**src/rtl/fetch_pkg.sv**
```systemverilog
// Shared types and defaults for the MIPS instruction-fetch stage.
package fetch_pkg;

    localparam int XLEN = 32;

    localparam logic [XLEN-1:0] RESET_PC_DEF  = 32'h0000_0000;
    localparam logic [XLEN-1:0] NOP_INSTR_DEF = 32'h0000_0000;

    typedef enum logic [1:0] {
        REQ   = 2'd0,
        HELD  = 2'd1,
        DRAIN = 2'd2
    } fetch_state_t;

endpackage

```
**src/rtl/if_id_reg.sv**
```systemverilog
// IF/ID pipeline register: stall holds everything, clear inserts a bubble
// but keeps the last PC+4.
module if_id_reg
    import fetch_pkg::*;
#(
    parameter logic [XLEN-1:0] NOP_INSTR = NOP_INSTR_DEF
) (
    input  logic            clock,
    input  logic            reset,
    input  logic            stall,
    input  logic            clear,
    input  logic [XLEN-1:0] instr_next,
    input  logic [XLEN-1:0] pc_plus4_next,
    output logic [XLEN-1:0] instr,
    output logic [XLEN-1:0] pc_plus4,
    output logic            valid
);

    always_ff @(posedge clock or negedge reset) begin
        if (!reset) begin
            instr    <= NOP_INSTR;
            pc_plus4 <= '0;
            valid    <= 1'b0;
        end else if (stall) begin
            instr    <= instr;
            pc_plus4 <= pc_plus4;
            valid    <= valid;
        end else if (clear) begin
            instr    <= NOP_INSTR;
            valid    <= 1'b0;
        end else begin
            instr    <= instr_next;
            pc_plus4 <= pc_plus4_next;
            valid    <= 1'b1;
        end
    end

endmodule

```
**src/rtl/fetch_stage.sv**
```systemverilog
// Instruction-fetch stage: PC, next-PC select, imem req/ready handshake and
// a one-word hold buffer for words that arrive while fetch is stalled.
//
// state | meaning
// REQ   | request outstanding at PC (idle for one cycle after reset)
// HELD  | word captured in hold_buf while StallF, no request
// DRAIN | redirect seen mid-request; finish handshake, then go to tgt
module fetch_stage
    import fetch_pkg::*;
#(
    parameter logic [XLEN-1:0] RESET_PC  = RESET_PC_DEF,
    parameter logic [XLEN-1:0] NOP_INSTR = NOP_INSTR_DEF
) (
    input  logic            clock,
    input  logic            reset,
    input  logic            StallF,
    input  logic            StallD,
    input  logic            FlushD,
    input  logic            PCSrcD,
    input  logic            JumpD,
    input  logic [XLEN-1:0] PCBranchD,
    input  logic [XLEN-1:0] JumpTargetD,
    output logic            imem_req,
    output logic [XLEN-1:0] imem_addr,
    input  logic            imem_ready,
    input  logic [XLEN-1:0] imem_rdata,
    output logic [XLEN-1:0] InstrD,
    output logic [XLEN-1:0] PCPlus4D,
    output logic            ValidD,
    output logic            FetchBusy
);

    fetch_state_t    state;
    logic [XLEN-1:0] pc;
    logic [XLEN-1:0] hold_buf;
    logic [XLEN-1:0] tgt;
    logic            req_q;

    logic            redirect;
    logic [XLEN-1:0] target;
    logic [XLEN-1:0] pc_plus4;
    logic            deliver;
    logic [XLEN-1:0] deliver_word;

    always_comb begin
        redirect     = (JumpD | PCSrcD) & ~StallD;
        target       = JumpD ? JumpTargetD : PCBranchD;
        pc_plus4     = pc + 32'd4;
        deliver      = 1'b0;
        deliver_word = imem_rdata;
        if (state == REQ) begin
            deliver = req_q & imem_ready & ~StallF & ~redirect;
        end else if (state == HELD) begin
            deliver      = ~StallF & ~redirect;
            deliver_word = hold_buf;
        end
    end

    // req_q is low only in the first cycle after reset, so REQ ignores ready
    // until the request is actually visible to the memory.
    always_ff @(posedge clock or negedge reset) begin
        if (!reset) begin
            state    <= REQ;
            pc       <= RESET_PC;
            hold_buf <= '0;
            tgt      <= '0;
            req_q    <= 1'b0;
        end else begin
            case (state)
                REQ: begin
                    req_q <= 1'b1;
                    if (req_q) begin
                        if (imem_ready && redirect) begin
                            pc <= target;
                        end else if (redirect) begin
                            tgt   <= target;
                            state <= DRAIN;
                        end else if (imem_ready && !StallF) begin
                            pc <= pc_plus4;
                        end else if (imem_ready) begin
                            hold_buf <= imem_rdata;
                            state    <= HELD;
                            req_q    <= 1'b0;
                        end
                    end
                end
                HELD: begin
                    if (redirect) begin
                        pc    <= target;
                        state <= REQ;
                        req_q <= 1'b1;
                    end else if (!StallF) begin
                        pc    <= pc_plus4;
                        state <= REQ;
                        req_q <= 1'b1;
                    end
                end
                DRAIN: begin
                    // A redirect landing on the completing cycle is the newest one.
                    if (imem_ready) begin
                        pc    <= redirect ? target : tgt;
                        state <= REQ;
                    end else if (redirect) begin
                        tgt <= target;
                    end
                end
                default: begin
                    state <= REQ;
                    req_q <= 1'b1;
                end
            endcase
        end
    end

    assign imem_req  = req_q;
    assign imem_addr = pc;
    assign FetchBusy = ((state == REQ) && !(req_q && imem_ready)) || (state == DRAIN);

    if_id_reg #(
        .NOP_INSTR(NOP_INSTR)
    ) u_if_id (
        .clock        (clock),
        .reset        (reset),
        .stall        (StallD),
        .clear        (FlushD | redirect | ~deliver),
        .instr_next   (deliver_word),
        .pc_plus4_next(pc_plus4),
        .instr        (InstrD),
        .pc_plus4     (PCPlus4D),
        .valid        (ValidD)
    );

endmodule

```
**config.mk**
```make
export PLATFORM = sky130hd
export DESIGN_NAME = fetch_stage
export DESIGN_NICKNAME = d
export VERILOG_FILES = /design/src/rtl/fetch_pkg.sv /design/src/rtl/if_id_reg.sv /design/src/rtl/fetch_stage.sv
export SDC_FILE = /design/constraint.sdc
export NUM_CORES = 1
export LEC_CHECK = 0
export ABC_CLOCK_PERIOD_IN_PS = 2600
export BUFFER_PORTS_ARGS = -buffer_cell sky130_fd_sc_hd__buf_2
export CELL_PAD_IN_SITES_DETAIL_PLACEMENT = 2
export CELL_PAD_IN_SITES_GLOBAL_PLACEMENT = 2
export CORE_ASPECT_RATIO = 0.8
export CORE_MARGIN = 2
export CORE_UTILIZATION = 33
export DETAILED_ROUTE_END_ITERATION = 7
export PLACE_DENSITY_LB_ADDON = 0.1
export SETUP_SLACK_MARGIN = 0.5
export SYNTH_ARGS = -nofsm -noshare
export SYNTH_HDL_FRONTEND = slang
export SYNTH_SLANG_ARGS = --single-unit
```
**constraint.sdc**
```tcl
create_clock -name clock -period 2.6 [get_ports clock]
set_input_delay 0.26 -clock clock [delete_from_list [all_inputs] [get_ports clock]]
set_output_delay 0.26 -clock clock [all_outputs]
set_load 0.01 [all_outputs]
```
==> results.md <==
* Status: complete, no violations
* RSZ-0062 raised after global routing: yes
* Gate Count Post-Synth at 984
* GP Congestion at roughly 0.83
* Logic gate share of total power at 50.0%
* CTS tree: yes
* CP Data Arrival Time at ~2.6 ns
* Grt total ovfl at 0
* Final setup violation count at 0
* Routed vias at around 9400
* Total CTS buffers at 17
* Slew Limit Fails at 0
* Final nets at between 1000 and 1500
* Post-synthesis compound-gate area fraction at a little over a fifth
* Initial Util at about a third
* Main combinational cell family by area after synthesis: compound AO/OA/AOI/OAI gates
* Setup TNS Final at 0 ns
* Final hold violations at 0
* Net switching power figure at about 6 mW
* Worst vdd ir at between 400 and 500 uV
* Vias in the first global route at 10029
* Post-Synth Adder-Cell Area at 0.691%
* Xor and xnor area share after synthesis at approximately 2.6%
* Startpoint Class: register
* PortBufs at 202
* Reg clk slew, reported paths at 0.07 ns
* Area grow syn2layout at 39.7%
* Routed WL at between 40 and 50 mm
* Residual DRC at 0
* First-pass GRT wire length at approximately 62 mm
* Post-synthesis instance area at approximately 9000 um^2
* Area share of and/or/nand/nor cells after synthesis at around 16%
* Synth area leader: dfrtp_1
* Number of flops mapped to enable cells by yosys at 0
* Drt pass-1 iters at 5
* Setup Skew at roughly 0.017 ns
* Period utilization at between 80 and 90%
* Core area at ~27000 um^2
* Ys Warns at 0
* Drt initial violations at approximately 650
* H-tree Lvls at 4
* Sequential fraction of the synthesis area at a little under half
* Vias per inst at between 5 and 6
* All-Layer GR Usage at roughly 28%
* Slew margin rel. at between 50% and 60%
* Share of cells above drive strength 1 at 39.3%
* WP data required at slightly below 3 ns
* Skew-Pair Late Insertion Delay at 0.45 ns
* HPWL Detailed at about 26 mm
* Placed inst area at 10900 um^2
* Pint at 8.26 mW
* Synth top area cells: dfrtp_1, o21ai_0, mux2_2
* Fin crit period at 2.28 ns
* Fillers at 2926
* Mean routed wirelength per cell at 25.6 um
* Mux cell area share after synthesis at 10.2%
* #FFs+latches synth at 164
* Largest net degree at the start of global routing at 55
* Fmax at about 440 MHz
* Pwr per Cell Area at about 1100 nW/um^2
* Clk buf depth at 2
* Power Total at 14.3 mW
* Asr flop ratio synth at 100%
* Top cell type's share of synthesized area at a little under half
* Die ar. at around 29000 um^2
* CP Class: reg -> reg
* Fraction of power consumed by sequential logic at 30.0%
* Net Sw Frac at between 40% and 50%
* Leak Pwr at between 5 and 6 nW
* Final instance area at about 13000 um^2
* Worst-margin pin slew at a little under 0.7 ns
* Main synth FF type: dfrtp_1
* CP Max Fanout at 7
* MaxCap Viol Count at 0
* TritonCTS Sinks at about 160
* Syn_nets at between 1000 and 1500
* Post-DRT Antenna Nets at 0
* Clock root buffer: clkbuf_16
* IO Count at approximately 200
* Cell variety after synth at 66
* Die W at 189 um
* FP Rows at 54
* Die Height at 152 um
* Avg Cell Area, Syn at 9.20 um^2
* Tightest Hold Check Type: in -> reg
* Clock group share of total power at 20.0%
* Initial antenna violation count at 2
* CP Capture Type: register
kinds of logic (layout without fill, tap and decap cells):
kind of cell / count (synthesis) / after routing
buffers and inverters: 85 / 382
AOI/OAI and AO/OA: 315 / 315
other: 0 / 2
DFF: 164 / 164
muxes: 87 / 87
adders and majority gates: 5 / 5
and+or+nand+nor: 301 / 301
xor gates and xnor gates: 27 / 27
registers in the layout, indices dropped and copies added, names as in the netlist:
register,flops
imem_req,1
state,2
u_if_id.pc_plus4,32
tgt,32
u_if_id.valid,1
hold_buf,32
imem_addr,32
u_if_id.instr,32
final timing paths:
kind	start	to	slack [ns]	cells after the start
max	imem_addr[3]	imem_addr[20]	0.32	8
max reg2reg	imem_addr[3]	imem_addr[20]	0.32	8
max in group asynchronous	reset	imem_addr[15]	1.35	3
min	imem_rdata[23]	hold_buf[23]	0.06	2
min reg2reg	u_if_id.pc_plus4[19]	u_if_id.pc_plus4[19]	0.48	2
min in group asynchronous	reset	u_if_id.instr[11]	0.36	2
cell usage after synthesis (3+ instances only):
cell      number
nand3_1       20
a221oi_1       7
a22oi_1        6
nor4_1        10
and2_1        16
a32oi_1        3
nand4_1       13
o22ai_1       17
nand2_1      130
o22a_1         7
o21a_1         6
a21o_1         4
or3_1          3
o21ai_0      124
xnor2_1       21
nor2_1        60
inv_1          9
xor2_1         6
a21oi_1       72
and3_1         6
dfrtp_1      164
o211ai_1       4
a221o_1       10
o31ai_1        3
a211oi_1       8
and4_1         3
nand2b_1      11
mux2_2        45
nor2b_1        4
mux2i_1       42
a31oi_1       13
buf_1          6
clkbuf_1      55
nor3_1         9
o32ai_1        3
a211o_1        4
ha_1           5
buf_2         12
o32a_1         8
or3b_2         3
cell usage in the layout, fill, tap and decap left out, drive strengths merged, types with 5 or more instances in the layout:
| master | count |
|---|---|
| a211oi | 10 |
| a21oi | 72 |
| a221o | 10 |
| a221oi | 7 |
| a22oi | 6 |
| a31oi | 13 |
| and2 | 16 |
| and3 | 7 |
| buf | 333 |
| clkbuf | 24 |
| dfrtp | 164 |
| ha | 5 |
| inv | 10 |
| mux2 | 45 |
| mux2i | 42 |
| nand2 | 131 |
| nand2b | 11 |
| nand3 | 21 |
| nand4 | 13 |
| nor2 | 60 |
| nor3 | 9 |
| nor4 | 12 |
| o21a | 6 |
| o21ai | 124 |
| o22a | 7 |
| o22ai | 17 |
| o32a | 8 |
| xnor2 | 21 |
| xor2 | 6 |
metal layers:
layer / vias to the layer above / track usage, % / wire length (um)
met2: 346 / 43.8 / 19400
li1: 4164 / - / -
met1: 4846 / 39.8 / 19000
met5: - / 0 / 0
met4: 0 / 8.33 / 916
met3: 60 / 5.36 / 2780
critical path: stages (launching register included):
cell and delay, ns:
dfrtp_2 0.44, ha_4 0.17, and4_4 0.30, nand4_1 0.09, buf_4 0.19, nor3_1 0.41, a221oi_1 0.20, o22ai_1 0.23
o41ai_2 0.11
power groups by stage:
stage	logic (mW)	registers, mW	clock network, mW
after floorplan	3.11	4.31	0
after global routing	7.63	4.39	3.00
after CTS	6.38	4.23	2.91
final	7.13	4.27	2.85
after global placement	5.50	4.26	0
after detailed placement	5.69	4.31	0
final cells by class:
| cell class | instances | area [um^2] | share of cell area, % |
|---|---|---|---|
| Antenna cell | 2 | 5.00 | 0.0396 |
| Clock buffer | 22 | 474 | 3.75 |
| Clock inverter | 10 | 169 | 1.34 |
| Inverter | 10 | 45.0 | 0.356 |
| Multi-Input combinational cell | 735 | 4960 | 39.2 |
| Sequential cell | 164 | 4120 | 32.6 |
| Tap cell | 364 | 455 | 3.60 |
| Timing Repair Buffer | 340 | 2410 | 19.1 |
through the flow:
| stage | utilization [%] | hold slack, ns | setup slack [ns] | cells |
|---|---|---|---|---|
| floorplan | - | -0.0356 | 0.480 | 984 |
| detailed placement | 40.3 | 0.288 | 0.200 | 1546 |
| finish | 46.7 | 0.0592 | 0.323 | 1647 |
| CTS | 45.0 | 0.0462 | 0.434 | 1619 |
| global placement | 40.3 | 0.281 | 0.293 | 1546 |
| global route | 46.7 | 0.0600 | 0.312 | 1646 |
timing repair:
action	CTS	global route
resized for setup	55	51
endpoints found under the setup margin	104	152
buffers inserted	34	24
endpoints found under the hold margin	51	0
hold buffers	1	0
pin swaps	14	16
gates cloned	6	2
(Power assumes the default switching activity.)
